<file path="config.mk">
export PLATFORM = sky130hd
export DESIGN_NAME = control_micro_seq
export DESIGN_NICKNAME = d
export VERILOG_FILES = /design/src/rtl/control_micro_seq.sv
export SDC_FILE = /design/constraint.sdc
export NUM_CORES = 1
export LEC_CHECK = 0
export CORE_ASPECT_RATIO = 1.75
export CORE_MARGIN = 2
export CORE_UTILIZATION = 45
export CTS_CLUSTER_DIAMETER = 50
export DETAILED_ROUTE_END_ITERATION = 8
export PLACE_DENSITY = 0.82
export SYNTH_ARGS = -nofsm -noshare
export SYNTH_HDL_FRONTEND = slang
export SYNTH_SLANG_ARGS = --single-unit
</file>
<file path="constraint.sdc">
create_clock -name clk -period 2.4 [get_ports clk]
set_input_delay 0.24 -clock clk [delete_from_list [all_inputs] [get_ports clk]]
set_output_delay 0.24 -clock clk [all_outputs]
set_load 0.005 [all_outputs]
</file>
<file path="src/rtl/control_micro_seq.sv">
// Program sequencer with flag latch, conditional jumps, hardware call/return stack,
// stall freeze, and terminal HALT/FAULT states. Instruction memory is external and combinational.
module control_micro_seq #(
    parameter int INSTR_W     = 16,
    parameter int ADDR_W      = 8,
    parameter int DATA_W      = 8,
    parameter int FLAG_W      = 3,
    parameter int STACK_DEPTH = 4
) (
    input  logic                               clk,
    input  logic                               rst,
    input  logic [INSTR_W-1:0]                 i_instruccion,
    input  logic [DATA_W-1:0]                  i_rx,
    input  logic [FLAG_W-1:0]                  i_ban,
    input  logic                               i_stall,
    output logic [ADDR_W-1:0]                  o_direccion_instruccion,
    output logic [INSTR_W-5:0]                 o_ctrl,
    output logic                               o_ctrl_valid,
    output logic [FLAG_W-1:0]                  o_flags,
    output logic [$clog2(STACK_DEPTH+1)-1:0]   o_sp,
    output logic                               o_halted,
    output logic                               o_fault
);

    localparam int SP_W          = $clog2(STACK_DEPTH + 1);
    localparam int STACK_ENTRIES = 1 << SP_W;

    localparam logic [3:0] OP_EXEC   = 4'h1;
    localparam logic [3:0] OP_LDFLAG = 4'h5;
    localparam logic [3:0] OP_JMP    = 4'h8;
    localparam logic [3:0] OP_JCC    = 4'h9;
    localparam logic [3:0] OP_JZ     = 4'hA;
    localparam logic [3:0] OP_CALL   = 4'hB;
    localparam logic [3:0] OP_RET    = 4'hC;
    localparam logic [3:0] OP_HALT   = 4'hF;

    typedef enum logic [1:0] {
        ST_RUN,
        ST_HALT,
        ST_FAULT
    } state_t;

    state_t              state, state_next;
    logic [ADDR_W-1:0]   pc, pc_next, pc_inc;
    logic [FLAG_W-1:0]   flags, flags_next;
    logic [SP_W-1:0]     sp, sp_next, sp_dec;
    logic [INSTR_W-5:0]  ctrl_q, ctrl_next;
    logic                ctrl_valid, valid_next;
    logic                push;
    logic [ADDR_W-1:0]   stack_mem [STACK_ENTRIES];

    logic [3:0]          opc;
    logic [3:0]          cond;
    logic [ADDR_W-1:0]   tgt;
    logic [INSTR_W-5:0]  ctrl_field;
    logic [7:0]          flags_ext;
    logic                jcc_taken;
    logic                stack_full;
    logic                stack_empty;

    assign opc        = i_instruccion[INSTR_W-1 -: 4];
    assign cond       = i_instruccion[INSTR_W-5 -: 4];
    assign tgt        = i_instruccion[ADDR_W-1:0];
    assign ctrl_field = i_instruccion[INSTR_W-5:0];

    assign pc_inc      = pc + 1'b1;
    assign sp_dec      = sp - 1'b1;
    assign stack_full  = (sp == SP_W'(STACK_DEPTH));
    assign stack_empty = (sp == '0);

    // Zero-extended so any 3-bit index is a legal select; the range test rejects indices past FLAG_W.
    assign flags_ext = 8'(flags);
    assign jcc_taken = (32'(cond[2:0]) < FLAG_W) && (flags_ext[cond[2:0]] == cond[3]);

    always_comb begin
        state_next = state;
        pc_next    = pc;
        flags_next = flags;
        sp_next    = sp;
        ctrl_next  = ctrl_q;
        valid_next = 1'b0;
        push       = 1'b0;
        if (state == ST_RUN && !i_stall) begin
            pc_next = pc_inc;
            case (opc)
                OP_EXEC: begin
                    ctrl_next  = ctrl_field;
                    valid_next = 1'b1;
                end
                OP_LDFLAG: flags_next = i_ban;
                OP_JMP:    pc_next = tgt;
                OP_JCC:    if (jcc_taken) pc_next = tgt;
                OP_JZ:     if (i_rx == '0) pc_next = tgt;
                OP_CALL: begin
                    if (stack_full) begin
                        pc_next    = pc;
                        state_next = ST_FAULT;
                    end else begin
                        push    = 1'b1;
                        sp_next = sp + 1'b1;
                        pc_next = tgt;
                    end
                end
                OP_RET: begin
                    if (stack_empty) begin
                        pc_next    = pc;
                        state_next = ST_FAULT;
                    end else begin
                        pc_next = stack_mem[sp_dec];
                        sp_next = sp_dec;
                    end
                end
                OP_HALT: begin
                    pc_next    = pc;
                    state_next = ST_HALT;
                end
                default: ;
            endcase
        end
    end

    always_ff @(posedge clk or negedge rst) begin
        if (!rst) begin
            state      <= ST_RUN;
            pc         <= '0;
            flags      <= '0;
            sp         <= '0;
            ctrl_q     <= '0;
            ctrl_valid <= 1'b0;
        end else begin
            state      <= state_next;
            pc         <= pc_next;
            flags      <= flags_next;
            sp         <= sp_next;
            ctrl_q     <= ctrl_next;
            ctrl_valid <= valid_next;
        end
    end

    // Stack contents need no reset: sp returns to zero, so stale entries are never read.
    always_ff @(posedge clk) begin
        if (push) stack_mem[sp] <= pc_inc;
    end

    assign o_direccion_instruccion = pc;
    assign o_ctrl                  = ctrl_q;
    assign o_ctrl_valid            = ctrl_valid;
    assign o_flags                 = flags;
    assign o_sp                    = sp;
    assign o_halted                = (state == ST_HALT);
    assign o_fault                 = (state == ST_FAULT);

endmodule
</file>
==> flow_metrics.tcl, run 1 <==
set metrics [dict create \
    r2r_slack_ns 0.22 \
    cts_sinks 93 \
    worstPathMaxFanout 15 \
    grt.total_usage_pct 20.2 \
    cts_resized 0 \
    tns_ns 0 \
    diodes 0 \
    grt_max_degree 30 \
    leakagePower_uw 0.00192 \
    crit_path_top_delay_cell "dfrtp_1" \
    synth_top_family_by_area "multiplexers" \
    vdd_drop_max_mv 0.811 \
    cts_tree "done" \
    synth_edf_count 64 \
    numCtsBuffers 9 \
    hold_viol_final 0 \
    synth_mux_area_share_pct 13.6 \
    start_util_pct 45.9 \
    syn_area_sq_mm 0.00412 \
    clkSlewWorstSetupHoldPaths_ns 0.06 \
    drtPass1Iterations 5 \
    rsz0062_at_grt "no" \
    portBuffers 58 \
    fin_crit_sh_pct 91.0 \
    layout-drive-gt1-share_pct 22.3 \
    syn-instance-count 277 \
    via_per_inst 5.62 \
    finClkSkew_ns 0.00445 \
    antenna_found_initial 0 \
    dieArea_sq_mm 0.00997 \
    r2r_end "o_direccion_instruccion[4]" \
    synth_cell_types 45 \
    yosys_warnings 0 \
    startpoint_type "flip-flop" \
    drtIter0Drc 245 \
    synth_compound_area_share_pct 6.49 \
    drv_slew 0 \
    dp.cells 467 \
    fmax_ghz 0.458 \
    ios 59 \
    finalNonFillerCells 483 \
    ys_ff_latch 93 \
    nets 392 \
    r2r_start "o_sp[1]" \
    drc 0 \
    crit_family "compound AO/OA/AOI/OAI gates" \
    dieHeight_microns 131 \
    synth_ff_type "edfxtp_1" \
    htreeDepth 3 \
    cts_max_path_buffers 2 \
    grt_remaining_overflow 0 \
    hold_path.class "input port to asynchronous set/reset pin" \
    synth_fa_ha_area_share_pct 1.21 \
    clockRootBuffer "clkbuf_16" \
    power_density_mw_per_mm2 1130 \
    post-cts-setup-buffers 0 \
    crit_chain "inv_1, ha_1, buf_4, mux4_2, nand2_1, a21oi_1, a221oi_1, o21ai_0" \
    crit_path_end "o_direccion_instruccion[4]" \
    vias 2714 \
    crit_type "flip-flop to flip-flop" \
    cp-end-kind "flip-flop" \
    crit_start "o_sp[1]" \
    cp.required_ns 2.61 \
    die_x_microns 76.4 \
    avgSynthCellArea_sq_um 14.9 \
    fin_crit_ns 2.18 \
    fillers 707 \
    yosys.area_share.xor_xnor_pct 2.55 \
    finalSetupViolCount 0 \
    grt_first_pass_wirelength_microns 14900 \
    place_congestion 0.827 \
    ff2ff_path_depth 8 \
    ant_nets 0 \
    core_area_sq_mm 0.00898 \
    utilization_pct 58.7 \
    cap_violations 0 \
    ys_seq_area_share_pct 64.2 \
    synth.net_count 311 \
    cp.depth 8 \
    rows 46 \
    slew_headroom_pct 52.1 \
    crit_arrival_ns 2.39 \
    worstMarginPinSlew_ns 0.713 \
    cp_num_buf_inv 2 \
    clock_latency_ns 0.34 \
    yosys.area_share.simple_pct 9.65 \
    hpwl_microns 6940 \
    wirelength_microns 9540 \
    synthArstFlopShare_pct 31.2 \
    drt-wirelength-per-cell_microns 19.8 \
    grt_pass1_vias 2900 \
    cts_hold_buf 0 \
    area.growth.synth_to_final_pct 27.9 \
    status "finished clean" \
    cpPeakStageDelay_ns 0.36 \
]
==> flip-flops by register name, indices dropped and copies added (netlist names) <==
signal,cells
o_direccion_instruccion,8
o_flags,3
o_ctrl_valid,1
o_sp,3
o_ctrl,12
stack_mem,64
state,2
==> report_power, final <==
part	leakage (uW)	switching, uW	total [uW]	internal (uW)
clock	0.000149	613	1440	823
sequential	0.000940	193	2290	2100
combinational	0.000831	1120	2250	1130
total	0.00192	1920	5980	4060
==> cells by family after synthesis <==
kind of cell,after synthesis
XOR/XNOR,12
AO/OA/AOI/OAI,39
buffers and inverters,16
multiplexers,34
flip-flops,93
AND/OR/NAND/NOR,79
adder cells (fa/ha/maj),4
==> per-stage QoR <==
stage | hold WS, ns | cell area (sq um) | setup WS [ns] | power [uW]
after floorplan | -0.0556 | 4130 | 0.0103 | 3600
after global placement | 0.489 | 4960 | 0.191 | 4490
after detailed placement | 0.498 | 4960 | 0.0977 | 4550
after CTS | 0.287 | 5270 | 0.214 | 6010
after global routing | 0.337 | 5270 | 0.158 | 6270
final | 0.283 | 5270 | 0.215 | 5980
==> cell usage in the layout, fill, tap and decap left out, types with 2 or more instances in the layout <==
master	n
nor3_1	5
nor2_1	10
nor3_2	2
a211oi_1	2
nor4_1	3
buf_4	23
mux2_2	16
xor2_1	4
nor2b_1	4
o21ai_0	7
o21ai_1	3
nand2b_2	2
a21oi_1	10
mux2i_1	2
nand2b_1	2
clkdlybuf4s50_1	58
clkbuf_16	9
inv_6	2
mux4_2	16
a31oi_1	2
nand2_1	35
edfxtp_1	64
ha_1	4
inv_1	5
nand3_1	6
a221oi_1	6
dfrtp_1	29
xnor2_1	8
==> layer usage <==
metal / part of all wire (%) / vias to the layer above / global-route usage (%)
li1: - / 1217 / -
met1: 34 / 1342 / 19.7
met2: 57 / 123 / 39.9
met3: 5.1 / 32 / 4.53
met4: 3.7 / 0 / 9.73
met5: 0 / - / 0
==> worst min path at each step <==
stage | startpoint | endpoint | slack [ns] | depth (start not counted)
floorplan | rst | o_ctrl[0] | -0.06 | 0
global placement | o_ctrl[2] | o_ctrl[2] | 0.49 | 1
detailed placement | o_ctrl[5] | o_ctrl[5] | 0.50 | 1
CTS | rst | o_ctrl[1] | 0.29 | 2
global route | rst | o_ctrl[0] | 0.34 | 2
finish | rst | o_ctrl[2] | 0.28 | 2
==> synthesized netlist by cell type, drive strengths merged (5+ instances only) <==
cell type,instances,area (sq um)
edfxtp,64,1920
nand2,35,131
dfrtp,29,726
mux2,16,180
mux4,16,360
a21oi,11,58.8
buf,11,75.1
nor2,10,37.5
o21ai,10,50.0
xnor2,8,70.1
nor3,7,35.0
a221oi,6,52.6
nand3,6,30.0
inv,5,18.8
nor2b,5,33.8
==> area by class of cell <==
type                            count  area, sq um  share of cell area (%)
Sequential cell                    93         2650                    50.2
Multi-Input combinational cell    168         1390                    26.4
Tap cell                          120          150                    2.85
Inverter                            5         18.8                   0.356
Timing Repair Buffer               81          753                    14.3
Clock inverter                      7         85.1                    1.61
Clock buffer                        9          225                    4.27
Power figures use the tool's default switching activity.
==> inputs of run 2 (changes only) <==
- ABC_AREA: not set -> 1
- PLACE_DENSITY: 0.82 -> 0.81
==> run 2 against run 1 <==
Net effect: flip-flop and latch count is the same; critical path depth grew 4; critical path type unchanged; clock power shrank 10%.
==> flow_metrics.tcl, run 2 <==
set metrics [dict create \
    sw_frac_of_total_pct 23.5 \
    vias 3759 \
    htreeDepth 3 \
    power_density_mw_per_mm2 609 \
    finalSetupViolCount 0 \
    synth.net_count 523 \
    syn-instance-count 489 \
    worstPathMaxFanout 22 \
    power.internal_uw 2580 \
    post-cts-setup-buffers 0 \
    synth_compound_area_share_pct 7.77 \
    start_util_pct 45.7 \
    cp-end-kind "flip-flop" \
    cts_resized 0 \
    rsz0062_at_grt "no" \
    place_congestion 1.00 \
    slew_headroom_pct 61.2 \
    layout-drive-gt1-share_pct 8.83 \
    vdd_drop_max_mv 0.458 \
    diodes 0 \
    cp.required_ns 2.63 \
    p_clk_share_pct 38.2 \
    drtIter0Drc 441 \
    nets 595 \
    synth.top_cell.area_share_pct 43.0 \
    startpoint_type "flip-flop" \
    yosys.area_share.simple_pct 24.4 \
    clkSlewWorstSetupHoldPaths_ns 0.07 \
    synth_edf_count 64 \
    hold_path.class "input port to asynchronous set/reset pin" \
    synthTopCellsByArea "edfxtp_1 43%, dfrtp_1 16%, nand2_1 9.0%" \
    drt-wirelength-per-cell_microns 16.6 \
    crit_arrival_ns 2.44 \
    cts_tree "done" \
    synth_ff_type "edfxtp_1" \
    top_register "stack_mem" \
    area.growth.synth_to_final_pct 23.6 \
    crit_type "flip-flop to flip-flop" \
    drv_slew 0 \
    antenna_found_initial 0 \
    fin_crit_sh_pct 92.2 \
    drtPass1Iterations 6 \
    fin_crit_ns 2.21 \
    hold_viol_final 0 \
    ios 59 \
    grt_max_degree 35 \
    synth_cell_types 31 \
    cts_sinks 93 \
    status "finished clean" \
    synthArstFlopShare_pct 31.2 \
    synth_mux_area_share_pct 0.252 \
    p_sw_uw 791 \
    wirelength_microns 11500 \
    core_area_sq_mm 0.00979 \
    yosys-top-cells-count "107 x nand2_1, 94 x nor2_1, 64 x edfxtp_1" \
    post-synth-top-count-cell "nand2_1" \
    ys_seq_area_share_pct 59.2 \
    ant_nets 0 \
    drc 0 \
    fillers 801 \
    clockRootBuffer "clkbuf_16" \
    yosys_warnings 0 \
    numCtsBuffers 9 \
    cap_violations 0 \
    grt_first_pass_wirelength_microns 18900 \
    mostFrequentLayoutCell "nand2_1" \
    via_per_inst 5.44 \
    worstMarginPinSlew_ns 0.581 \
    fmax_ghz 0.452 \
    ff2ff_path_depth 12 \
    portBuffers 58 \
    die_x_microns 79.4 \
    cts_hold_buf 0 \
    finalNonFillerCells 691 \
    power_frac_comb_pct 9.4 \
    power_uw 3370 \
    clock_latency_ns 0.34 \
    synth_fa_ha_area_share_pct 1.12 \
    leakagePower_uw 0.00232 \
    hpwl_microns 8600 \
    syn_area_sq_mm 0.00447 \
    yosys.area_share.xor_xnor_pct 1.54 \
    synth_top_family_by_area "simple AND/OR/NAND/NOR gates" \
    layout_common_cells "107 x nand2_1, 94 x nor2_1, 64 x edfxtp_1" \
    grt_remaining_overflow 0 \
    largest_reg_flops 64 \
    ys_ff_latch 93 \
    synth_top_area_cell "edfxtp_1" \
    avgSynthCellArea_sq_um 9.15 \
    dieHeight_microns 136 \
    cts_max_path_buffers 2 \
    grt_pass1_vias 3847 \
    grt.total_usage_pct 23.4 \
    power_frac_seq_pct 52.5 \
    dp.cells 675 \
    rows 48 \
    finClkSkew_ns 0.00994 \
    dieArea_sq_mm 0.0108 \
]
[run 2: changes by cell type after synthesis, moves of 8 or more]
cell / change
o21ai_0: +36
inv_1: +38
nand2_1: +72
nor2_1: +84
mux4_2: -16
xnor2_1: -8
mux2_2: -15
nand3_1: +18
[run 2: cells by family (layout without fill, tap and decap cells)]
group	count (synthesis)	count (layout)
xor gates and xnor gates	7	7
and+or+nand+nor	257	257
buffers and inverters	62	139
adders and majority gates	4	4
AOI/OAI and AO/OA	65	65
DFF	93	93
muxes	1	1
[run 2: critical path, stage by stage (launching register included)]
cell and delay (ns):
dfrtp_1 0.48, inv_1 0.09, ha_1 0.31, buf_4 0.26
nor2_1 0.09, o21ai_0 0.15, o21ai_1 0.14, nand2_1 0.08
nand2_1 0.09, nor2_1 0.11, nand4_1 0.15, nand2_1 0.09
nand2_1 0.05
[run 2: layer usage]
layer | wire (microns) | vias up | part of all wire (%) | global-route usage (%)
met5 | 0 | - | 0 | 0
met4 | 790 | 0 | 6.9 | 16.2
met3 | 737 | 69 | 6.4 | 4.91
met2 | 6100 | 206 | 53 | 41.8
met1 | 3870 | 1712 | 34 | 23.7
li1 | - | 1772 | - | -
[run 2: layout make-up]
class	count	area, sq um	share of cell area (%)
clock buffer	11	233	4.21
clock inverter	5	36.3	0.656
inverter	48	180	3.26
multi-input combinational	334	1570	28.4
sequential	93	2650	47.9
tap	125	156	2.83
timing repair buffer	75	708	12.8
[run 2: final timing paths]
check	startpoint	end	slack [ns]
setup / recovery	o_sp[1]	o_direccion_instruccion[7]	0.19
hold / removal	rst	o_direccion_instruccion[3]	0.28
setup reg to reg	o_sp[1]	o_direccion_instruccion[7]	0.19
hold reg to reg	o_ctrl[10]	o_ctrl[10]	0.49
max in group asynchronous	rst	o_sp[2]	1.82
min in group clk	i_ban[1]	o_flags[1]	0.49
[run 2: through the flow]
stage	util (%)	instance area [sq um]	hold slack, ns	TNS (ns)	worst slack, ns
global placement	53.7	5260	0.465	0	0.190
finish	56.5	5530	0.279	0	0.187
global route	56.5	5530	0.341	0	0.0832
CTS	56.5	5530	0.290	0	0.290
detailed placement	53.7	5260	0.464	0	0.134
floorplan	-	4470	-0.0556	-2.50	-0.0391
[run 2: power groups by stage]
| stage | registers (uW) | logic (uW) | clock network [uW] |
|---|---|---|---|
| 2_1_floorplan | 1790 | 145 | 0 |
| 3_3_place_gp | 1800 | 303 | 0 |
| 3_5_place_dp | 1800 | 308 | 0 |
| 4_1_cts | 1770 | 311 | 1300 |
| 5_1_grt | 1770 | 347 | 1350 |
| 6_report | 1770 | 315 | 1290 |
